===== src/rtl/mole_round_if.sv =====
// Game-control inputs and round outputs shared between the round scheduler and the
// hit-detection block. The scheduler takes the master side.
interface mole_round_if #(
  parameter int unsigned NUM_HOLES = 18,
  parameter int unsigned UP_CYCLES = 50_000_000
);
  localparam int unsigned UpW = $clog2(UP_CYCLES + 1);

  logic                 game_in_progress;
  logic                 full_clear_hit;
  logic [NUM_HOLES-1:0] mole_positions;
  logic                 round_done;
  logic [7:0]           round_num;
  logic [UpW-1:0]       up_window;

  modport master (
    input  game_in_progress,
    input  full_clear_hit,
    output mole_positions,
    output round_done,
    output round_num,
    output up_window
  );

  modport slave (
    output game_in_progress,
    output full_clear_hit,
    input  mole_positions,
    input  round_done,
    input  round_num,
    input  up_window
  );
endinterface


===== src/rtl/mole_round_scheduler.sv =====
// Whack-a-mole round sequencer: down period, pseudo-random hole pick, up window.
// Define MOLE_SPEEDUP_EN to shrink the up window after every full clear.
module mole_round_scheduler #(
  parameter int unsigned NUM_HOLES   = 18,
  parameter int unsigned DOWN_CYCLES = 25_000_000,
  parameter int unsigned UP_CYCLES   = 50_000_000,
  parameter int unsigned UP_MIN      = 10_000_000,
  parameter int unsigned UP_STEP     = 2_500_000,
  parameter int unsigned MAX_MOLES   = 3,
  parameter logic [15:0] LFSR_SEED   = 16'hACE1
) (
  input logic          clk,
  input logic          reset,
  mole_round_if.master bus
);
  localparam int unsigned UpW      = $clog2(UP_CYCLES + 1);
  localparam int unsigned DownW    = $clog2(DOWN_CYCLES + 1);
  localparam int unsigned GenLimit = 4 * NUM_HOLES;
  localparam int unsigned GenW     = $clog2(GenLimit);
  localparam int unsigned KW       = $clog2(MAX_MOLES + 1);
  localparam int unsigned IdxW     = $clog2(NUM_HOLES);

  localparam logic [1:0] StIdle = 2'd0;
  localparam logic [1:0] StDown = 2'd1;
  localparam logic [1:0] StGen  = 2'd2;
  localparam logic [1:0] StUp   = 2'd3;

  logic [1:0]           state_q, state_d;
  logic [15:0]          lfsr_q, lfsr_d;
  logic [DownW-1:0]     down_q, down_d;
  logic [UpW-1:0]       up_q, up_d;
  logic [GenW-1:0]      gen_q, gen_d;
  logic [KW-1:0]        remain_q, remain_d;
  logic [NUM_HOLES-1:0] pattern_q, pattern_d;
  logic [NUM_HOLES-1:0] mole_q, mole_d;
  logic                 done_q, done_d;
  logic [7:0]           round_q, round_d;
  logic [UpW-1:0]       upw_q;
  logic [KW-1:0]        k_val;
  logic [IdxW-1:0]      idx;

`ifdef MOLE_SPEEDUP_EN
  logic [UpW-1:0]       upw_d;
`else
  assign upw_q = UpW'(UP_CYCLES);
`endif

  // Galois LFSR, taps 0xB400; runs every cycle regardless of state.
  assign lfsr_d = {1'b0, lfsr_q[15:1]} ^ (lfsr_q[0] ? 16'hB400 : 16'h0000);
  assign k_val  = KW'(32'(lfsr_q[15:8]) % MAX_MOLES + 1);
  assign idx    = IdxW'(32'(lfsr_q[7:0]) % NUM_HOLES);

  always_comb begin
    state_d   = state_q;
    down_d    = down_q;
    up_d      = up_q;
    gen_d     = gen_q;
    remain_d  = remain_q;
    pattern_d = pattern_q;
    mole_d    = mole_q;
    done_d    = 1'b0;
    round_d   = round_q;
`ifdef MOLE_SPEEDUP_EN
    upw_d     = upw_q;
`endif

    unique case (state_q)
      StIdle: begin
        if (bus.game_in_progress) begin
          state_d = StDown;
          round_d = 8'd0;
          down_d  = DownW'(DOWN_CYCLES - 1);
`ifdef MOLE_SPEEDUP_EN
          upw_d   = UpW'(UP_CYCLES);
`endif
        end
      end
      StDown: begin
        if (down_q == '0) begin
          state_d   = StGen;
          pattern_d = '0;
          remain_d  = k_val;
          gen_d     = '0;
        end else begin
          down_d = down_q - DownW'(1);
        end
      end
      StGen: begin
        gen_d = gen_q + GenW'(1);
        if (!pattern_q[idx]) begin
          pattern_d[idx] = 1'b1;
          remain_d       = remain_q - KW'(1);
        end
        // Retry budget bounds GEN even if the LFSR keeps hitting occupied holes.
        if (remain_d == '0 || gen_q == GenW'(GenLimit - 1)) begin
          mole_d  = pattern_d;
          up_d    = upw_q - UpW'(1);
          state_d = StUp;
        end
      end
      StUp: begin
        up_d = up_q - UpW'(1);
        if (bus.full_clear_hit || up_q == '0) begin
          state_d = StDown;
          mole_d  = '0;
          done_d  = 1'b1;
          down_d  = DownW'(DOWN_CYCLES - 1);
          if (round_q != 8'hFF) begin
            round_d = round_q + 8'd1;
          end
`ifdef MOLE_SPEEDUP_EN
          if (bus.full_clear_hit) begin
            // Compare first so the subtraction can never wrap.
            if (32'(upw_q) >= UP_MIN + UP_STEP) begin
              upw_d = upw_q - UpW'(UP_STEP);
            end else begin
              upw_d = UpW'(UP_MIN);
            end
          end
`endif
        end
      end
    endcase

    // Game abort overrides everything: silent return to idle, round count kept.
    if (state_q != StIdle && !bus.game_in_progress) begin
      state_d = StIdle;
      mole_d  = '0;
      done_d  = 1'b0;
      round_d = round_q;
`ifdef MOLE_SPEEDUP_EN
      upw_d   = upw_q;
`endif
    end
  end

  always_ff @(posedge clk or posedge reset) begin
    if (reset) begin
      state_q   <= StIdle;
      lfsr_q    <= LFSR_SEED;
      down_q    <= '0;
      up_q      <= '0;
      gen_q     <= '0;
      remain_q  <= '0;
      pattern_q <= '0;
      mole_q    <= '0;
      done_q    <= 1'b0;
      round_q   <= 8'd0;
    end else begin
      state_q   <= state_d;
      lfsr_q    <= lfsr_d;
      down_q    <= down_d;
      up_q      <= up_d;
      gen_q     <= gen_d;
      remain_q  <= remain_d;
      pattern_q <= pattern_d;
      mole_q    <= mole_d;
      done_q    <= done_d;
      round_q   <= round_d;
    end
  end

`ifdef MOLE_SPEEDUP_EN
  always_ff @(posedge clk or posedge reset) begin
    if (reset) begin
      upw_q <= UpW'(UP_CYCLES);
    end else begin
      upw_q <= upw_d;
    end
  end
`endif

  assign bus.mole_positions = mole_q;
  assign bus.round_done     = done_q;
  assign bus.round_num      = round_q;
  assign bus.up_window      = upw_q;
endmodule


===== src/flat_wrapper.sv =====
// flat-port wrapper written by rule: the top's interface ports become plain ports
module mole_round_scheduler_flat 
#(
  parameter int unsigned NUM_HOLES   = 18,
  parameter int unsigned DOWN_CYCLES = 25_000_000,
  parameter int unsigned UP_CYCLES   = 50_000_000,
  parameter int unsigned UP_MIN      = 10_000_000,
  parameter int unsigned UP_STEP     = 2_500_000,
  parameter int unsigned MAX_MOLES   = 3,
  parameter logic [15:0] LFSR_SEED   = 16'hACE1
)
  (clk, reset, bus_game_in_progress, bus_full_clear_hit, bus_mole_positions, bus_round_done, bus_round_num, bus_up_window);
  mole_round_if #(.NUM_HOLES(NUM_HOLES), .UP_CYCLES(UP_CYCLES)) bus_i ();
  input logic clk;
  input logic reset;
  input wire logic [$bits(bus_i.game_in_progress)-1:0] bus_game_in_progress;
  input wire logic [$bits(bus_i.full_clear_hit)-1:0] bus_full_clear_hit;
  output wire logic [$bits(bus_i.mole_positions)-1:0] bus_mole_positions;
  output wire logic [$bits(bus_i.round_done)-1:0] bus_round_done;
  output wire logic [$bits(bus_i.round_num)-1:0] bus_round_num;
  output wire logic [$bits(bus_i.up_window)-1:0] bus_up_window;
  assign bus_i.game_in_progress = bus_game_in_progress;
  assign bus_i.full_clear_hit = bus_full_clear_hit;
  assign bus_mole_positions = bus_i.mole_positions;
  assign bus_round_done = bus_i.round_done;
  assign bus_round_num = bus_i.round_num;
  assign bus_up_window = bus_i.up_window;
  mole_round_scheduler #(.NUM_HOLES(NUM_HOLES), .DOWN_CYCLES(DOWN_CYCLES), .UP_CYCLES(UP_CYCLES), .UP_MIN(UP_MIN), .UP_STEP(UP_STEP), .MAX_MOLES(MAX_MOLES), .LFSR_SEED(LFSR_SEED)) u_core (.clk(clk), .reset(reset), .bus(bus_i));
endmodule

===== config.mk =====
export PLATFORM = sky130hd
export DESIGN_NAME = mole_round_scheduler_flat
export DESIGN_NICKNAME = d
export VERILOG_FILES = /design/src/rtl/mole_round_if.sv /design/src/rtl/mole_round_scheduler.sv /design/src/flat_wrapper.sv
export SDC_FILE = /design/constraint.sdc
export NUM_CORES = 1
export LEC_CHECK = 0
export BUFFER_PORTS_ARGS = -buffer_cell sky130_fd_sc_hd__buf_2
export CORE_MARGIN = 1
export CORE_UTILIZATION = 40
export CTS_BUF_LIST = sky130_fd_sc_hd__clkbuf_4 sky130_fd_sc_hd__clkbuf_8 sky130_fd_sc_hd__clkbuf_16
export CTS_CLUSTER_SIZE = 12
export DETAILED_ROUTE_END_ITERATION = 8
export SETUP_SLACK_MARGIN = 0.02
export SLEW_MARGIN = 40
export SYNTH_ARGS = -nofsm -noshare
export SYNTH_HDL_FRONTEND = slang
export SYNTH_SLANG_ARGS = --single-unit

===== constraint.sdc =====
create_clock -name clk -period 5.4 [get_ports clk]
set_input_delay 1.08 -clock clk [delete_from_list [all_inputs] [get_ports clk]]
set_output_delay 1.08 -clock clk [all_outputs]
set_load 0.01 [all_outputs]

; ---- After elaboration in Yosys (flattened, before gate mapping)
; Index checks and enable logic that the tools add are counted.
[op_classes]
add_sub_neg = 6
div_mod_pow = 2
magnitude_cmp = 2
eq_ne = 15
n_mux = 37
bitwise_logic = 3
reduce_logical = 21
[ops]
columns = op, count
row1 = 18-bit 2-to-1 mux, 5
row2 = 25-bit 2-to-1 mux, 3
row3 = 25-bit one-hot mux with 3 select lines, 1
row4 = 18-bit one-hot mux with 2 select lines, 2
row5 = 26-bit one-hot mux with 2 select lines, 1
row6 = 8-bit by 2-bit remainder unit with 32-bit output (second input constant), 1
row7 = 8-bit by 5-bit remainder unit with 32-bit output (second input constant), 1
row8 = 26-bit logical NOT, 1
row9 = 26-bit 2-to-1 mux, 1
row10 = 26-bit by 1-bit subtractor with 26-bit output (second input constant), 1
row11 = 25-bit logical NOT, 1
row12 = 25-bit by 1-bit subtractor with 25-bit output (second input constant), 1
row13 = 8-bit 2-to-1 mux, 3
row14 = 18-bit OR, 1
row15 = 16-bit 2-to-1 mux, 1
row16 = 2-bit 2-to-1 mux, 8
row17 = 8-bit one-hot mux with 2 select lines, 1
row18 = 15-bit by 16-bit XOR with 16-bit output, 1
row19 = 7-bit one-hot mux with 2 select lines, 1
row20 = 3-bit by 1-bit != test with 1-bit output (second input constant), 3
row21 = 8-bit by 1-bit adder with 8-bit output (second input constant), 1
row22 = 2-bit by 1-bit != test with 1-bit output (second input constant), 4
row23 = 8-bit != test (second input constant), 1
row24 = 2-bit one-hot mux with 4 select lines, 1
row25 = 26 further kinds, 41
[word_totals]
reg_bits = 123
in_bits = 4
output_inout_bits = 53
word_cells = 96

; ---- Depth between registers and ports, before layout
[logic_depth]
word_depth = 10
depth_mapped = 22
depth_no_buf = 19

; ---- Worst setup path after synthesis
; No wires, ideal clock.
[synth_timing]
kind = register to register
start = register u_core.lfsr_q[4]
end = register u_core.up_q[23]
setup_ns = 0.131
arrival_ns = 4.697
required_ns = 5.269
setup_slack_ns = 0.572
path_stages_with_launch = 20
path_buffers = 3
period_less_slack_ns = 4.828
path_cell_list = dfrtp_1 -> buf_4 -> or3_4 -> ha_1 -> and4bb_1 -> nor4b_4 -> a211o_4 -> nor4_2 -> o21ai_2 -> a41oi_4 -> mux2i_2 -> a21oi_4 -> a31oi_1 -> and4_4 -> buf_8 -> mux2i_4 -> a21o_4 -> buf_8 -> nor3_1 -> or3_1
[synth_between]
elab_chain_cells = 9
[synth_rtl]
columns = element, line
row1 = start: declaration, mole_round_scheduler.sv:29  ; logic [15:0] lfsr_q, lfsr_d;
row2 = start signal: assignment, mole_round_scheduler.sv:151  ; lfsr_q <= lfsr_d;
row3 = 8-bit by 5-bit remainder unit with 32-bit output, mole_round_scheduler.sv:51  ; assign idx = IdxW'(32'(lfsr_q[7:0]) % NUM_HOLES);
row4 = 1-bit binary-select mux with 5-bit select, mole_round_scheduler.sv:90  ; if (!pattern_q[idx]) begin
row5 = 1-bit 2-to-1 mux (implied by the code), mole_round_scheduler.sv:90
row6 = 2-bit 2-to-1 mux, mole_round_scheduler.sv:90
row7 = 2-bit 2-to-1 mux, mole_round_scheduler.sv:67  ; unique case (state_q)
row8 = 2-bit logical NOT, mole_round_scheduler.sv:95  ; if (remain_d == '0 || gen_q == GenW'(GenLimit - 1)) begin
row9 = 1-bit logical OR, mole_round_scheduler.sv:95
row10 = 2-bit by 1-bit != test with 1-bit output (no line), n/a
row11 = 2-bit AND reduction (no line), n/a
row12 = end signal: assignment, mole_round_scheduler.sv:153  ; up_q <= up_d;
row13 = end: declaration, mole_round_scheduler.sv:31  ; logic [UpW-1:0] up_q, up_d;
; Every way passes these cells. The select of a mux whose other input is x is not followed.
; A chain may end at the register's enable or synchronous reset.

; ---- Worst setup path after layout
[layout_timing]
start = register u_core.lfsr_q[6]
end = register u_core.mole_q[8] (netlist: u_core.bus.mole_positions[8])
[layout_between]
elab_chain_cells = 10
elab_cells_between_ends = 19
classes_between = 1 x div / 2 x order compare / 1 x eq/ne / 10 x mux / 1 x bitwise / 4 x reduce/logical
[layout_rtl]
columns = element, line
row1 = 8-bit by 5-bit remainder unit with 32-bit output *, mole_round_scheduler.sv:51
row2 = 5-bit by 6-bit < comparator with 1-bit output (implied by the code) or 5-bit by 1-bit >= comparator with 1-bit output (tied branches), mole_round_scheduler.sv:91  ; pattern_d[idx] = 1'b1;
row3 = 1-bit logical AND (implied by the code), mole_round_scheduler.sv:91
row4 = 1-bit 2-to-1 mux (implied by the code), mole_round_scheduler.sv:91
row5 = 1-bit demux with 5-bit select, n/a
row6 = 18-bit OR (no line), n/a
row7 = 18-bit 2-to-1 mux, mole_round_scheduler.sv:90
row8 = 18-bit 2-to-1 mux, mole_round_scheduler.sv:95
row9 = 18-bit one-hot mux with 2 select lines, mole_round_scheduler.sv:67
row10 = 18-bit 2-to-1 mux, mole_round_scheduler.sv:126  ; if (state_q != StIdle && !bus.game_in_progress) begin
row11 = end signal: assignment, mole_round_scheduler.sv:157  ; mole_q <= mole_d;
row12 = end: declaration, mole_round_scheduler.sv:35  ; logic [NUM_HOLES-1:0] mole_q, mole_d;
; Every way passes the cells marked *; elsewhere a longest branch is shown, timed or not. The select of a mux whose other input is x is not followed.

==> impl_results.md <==
- Status: finished, final reports clean
- Crit path max fanout: 14
- Worst EP required: 5.74 ns
- TritonCTS buffer count: 17
- Row count: 51
- Final Hold Slack: 0.454 ns
- Vias: 6492
- Post-DP HPWL: 12.6 mm
- Synthesized cell area: 0.00801 mm2
- Combinational share of power: 0.234
- Area grow syn2layout: 12.7%
- First-pass GRT wire length: 30.9 mm
- Library cells used by synthesis: 95
- Hold Buf Count CTS: 0
- Reg clk slew, reported paths: 0.06 ns
- Nets@finish: 912
- GPL Wtd Cong: 0.880
- Post-layout min period: 5.11 ns
- Adder-Cell Fraction of Synth Area: 0.0245
- Highest Clock Rate: 196 MHz
- Die Y: 143 um
- H-tree depth: 4
- Actual slew at the worst max-slew pin: 0.824 ns
- Later-pin clock latency in the skew report: 0.43 ns
- CTS root buffer: clkbuf_16
- Clock Path Buffers: 2
- Port bufs: 30
- Worst R2R Start: u_core.lfsr_q[6]
- Final hold viol count: 0
- Clk sink count: 123
- Critical Path Start: u_core.lfsr_q[6]
- Pint: 1990 uW
- Peak supply drop: 0.000228 V
- Synth Area in XOR/XNOR: 0.0241
- N_diodes: 0
- Most common cell after layout, fill and taps aside: dfrtp_1
- Core area: 0.0195 mm2
- DP Worst Slack: 0.120 ns
- Final period utilization: 0.946
- Max Cap Viol: 0
- Post-synthesis register bit count: 123
- Syn Inst Count: 864
- Filler cell count: 1901
- Sequential fraction of the synthesis area: 0.386
- Post-synth top area cell: dfrtp_1
- Yosys warns: 0
- CTS tree: built
- Worst min path class: reg2reg
- Total GRT Usage: 0.190
- Die W: 143 um
- Largest family of logic cells by synthesized area: compound AO/OA/AOI/OAI gates
- DP Area: 0.00832 mm2
- Post-synth EDFFs: 0
- Multiplexer area fraction after synthesis: 0.0342
- Overall Power: 2970 uW
- WS Path Type: reg2reg
- CP arrival: 5.45 ns
- Post-DRT Antenna Nets: 0
- Leakage power figure: 0.00364 uW
- Worst setup path endpoint: u_core.bus.mole_positions[8]
- Post-Synth Simple-Gate Area: 0.192
- DRT Pass-1 Iters: 5
- Area contributors post-synth: dfrtp_1 (36%), nor2_1 (3.8%), a21oi_1 (3.6%)
- Largest net degree at the start of global routing: 64
- GRT Residual Overflow: 0
- R2R setup slack: 0.29 ns
- Final WL: 18.3 mm
- Initial Utilization: 0.410
- Seq pwr share: 0.377
- Worst setup SP type: flip-flop
- Synth top area share: 0.359
- Sw frac: 0.332
- Die ar.: 0.0206 mm2
- Syn avg cell area: 9.27 um2
- Compound-Gate Fraction of Synth Area: 0.277
- Vias in the first global route: 6141
- Final setup fails: 0
- Starting DRT DRC Count: 324
- FF-to-FF path depth: 18
- Crit path capture type: flip-flop
- DR vias/cell: 5.54
- Power per Cell Area: 330 mW/mm2
- Util after Layout: 0.462
- Post-route cell area: 0.00902 mm2
- Io pins: 57
- Final worst setup slack: 0.290 ns
- Initial antenna violation count: 0
- Worst clock skew: 0.0133 ns
- Share of post-route cells with drive strength above 1: 0.190
- Most frequent cells in the layout: dfrtp_1 (114), nor2_1 (81), nand2_1 (59), a21oi_1 (58), o21ai_0 (48)
- Net Switching: 986 uW
- Reg2Reg Capture Point: u_core.bus.mole_positions[8]
- FFs w/ async S/R, synth: 1.00
- WL/cell: 15.6 um
- Most common flop cell mapped by yosys: dfrtp_1
- Max-slew violations: 0
- Clock network power share: 0.388
- Slew headroom: 0.443
- Drt drc: 0
sequential cells by signal, indices dropped and copies added (netlist names):
register,count
u_core.remain_q,2
u_core.pattern_q,18
u_core.up_q,26
u_core.bus.round_num,8
u_core.lfsr_q,16
u_core.bus.round_done,1
u_core.gen_q,7
u_core.down_q,25
u_core.state_q,2
u_core.bus.mole_positions,18
worst min path at each step:
stage / endpoint / slack (ns) / start / cells after the start
after global placement: u_core.lfsr_q[8] / 0.44 / u_core.lfsr_q[9] / 0
after floorplan: u_core.lfsr_q[11] / 0.35 / u_core.lfsr_q[12] / 0
after CTS: u_core.lfsr_q[8] / 0.46 / u_core.lfsr_q[9] / 0
final: u_core.lfsr_q[8] / 0.45 / u_core.lfsr_q[9] / 0
after global routing: u_core.lfsr_q[8] / 0.48 / u_core.lfsr_q[9] / 0
after detailed placement: u_core.lfsr_q[8] / 0.44 / u_core.lfsr_q[9] / 0
per-stage QoR:
stage / setup TNS (ns) / std cells
final: 0 / 1172
after global routing: -0.000177 / 1172
after CTS: 0 / 1166
after detailed placement: 0 / 1134
after global placement: 0 / 1134
after floorplan: 0 / 888
repair_timing:
action                                 CTS  global route
resized for setup                        0             9
endpoints found under the hold margin    0             0
setup endpoints to repair                0            36
setup buffers                            0             6
cells by family (layout without fill, tap and decap cells):
| logic type | after synthesis | after routing |
|---|---|---|
| DFF | 123 | 123 |
| AOI/OAI and AO/OA | 287 | 287 |
| adders and majority gates | 16 | 16 |
| and+or+nand+nor | 299 | 299 |
| buffers and inverters | 92 | 111 |
| xor gates and xnor gates | 22 | 22 |
| muxes | 23 | 23 |
| other | 2 | 26 |
cells in the mapped netlist, drive strengths merged (21+ instances only):
cell,n
inv,22
nor2,82
clkbuf,31
or3,21
nor3,22
a21oi,66
nand2,59
o21ai,55
nand3,29
dfrtp,115
buf,38
a22o,21
critical path, cell delays in order (launching register included):
cell and delay, ns:
dfstp_2 0.44, or3_4 0.42, ha_1 0.34, and4bb_1 0.35, nor4b_4 0.08, a211oi_2 0.33
a31oi_2 0.18, o21ai_2 0.36, a41oi_4 0.22, buf_4 0.20, mux2_2 0.29, a221oi_1 0.36
a31oi_1 0.11, and4_4 0.26, mux2i_4 0.22, a21oi_2 0.35, o21ai_1 0.13, buf_4 0.21
o2bb2ai_1 0.16
power by group through the flow:
| stage | logic, uW | clock network [uW] | registers [uW] |
|---|---|---|---|
| floorplan | 551 | 0 | 1110 |
| global placement | 672 | 0 | 1130 |
| detailed placement | 681 | 0 | 1130 |
| CTS | 683 | 1180 | 1120 |
| global route | 783 | 1220 | 1140 |
| finish | 697 | 1150 | 1120 |
final cells by class:
type / count / area [um2] / area share
Clock buffer: 20 / 460 / 0.0510
Clock inverter: 12 / 139 / 0.0154
Inverter: 23 / 91.3 / 0.0101
Multi-Input combinational cell: 673 / 4560 / 0.506
Sequential cell: 123 / 3090 / 0.342
Tap cell: 265 / 332 / 0.0368
Timing Repair Buffer: 56 / 345 / 0.0383
layer usage:
metal	routed length, um	track usage	share of wire	up-vias
met1	8880	0.260	0.48	3133
met2	8420	0.294	0.46	109
met3	676	0.0367	0.037	30
met5	0	0	0	-
li1	-	-	-	3220
met4	353	0.0778	0.019	0
No activity file was read; power rests on OpenSTA's default activity.
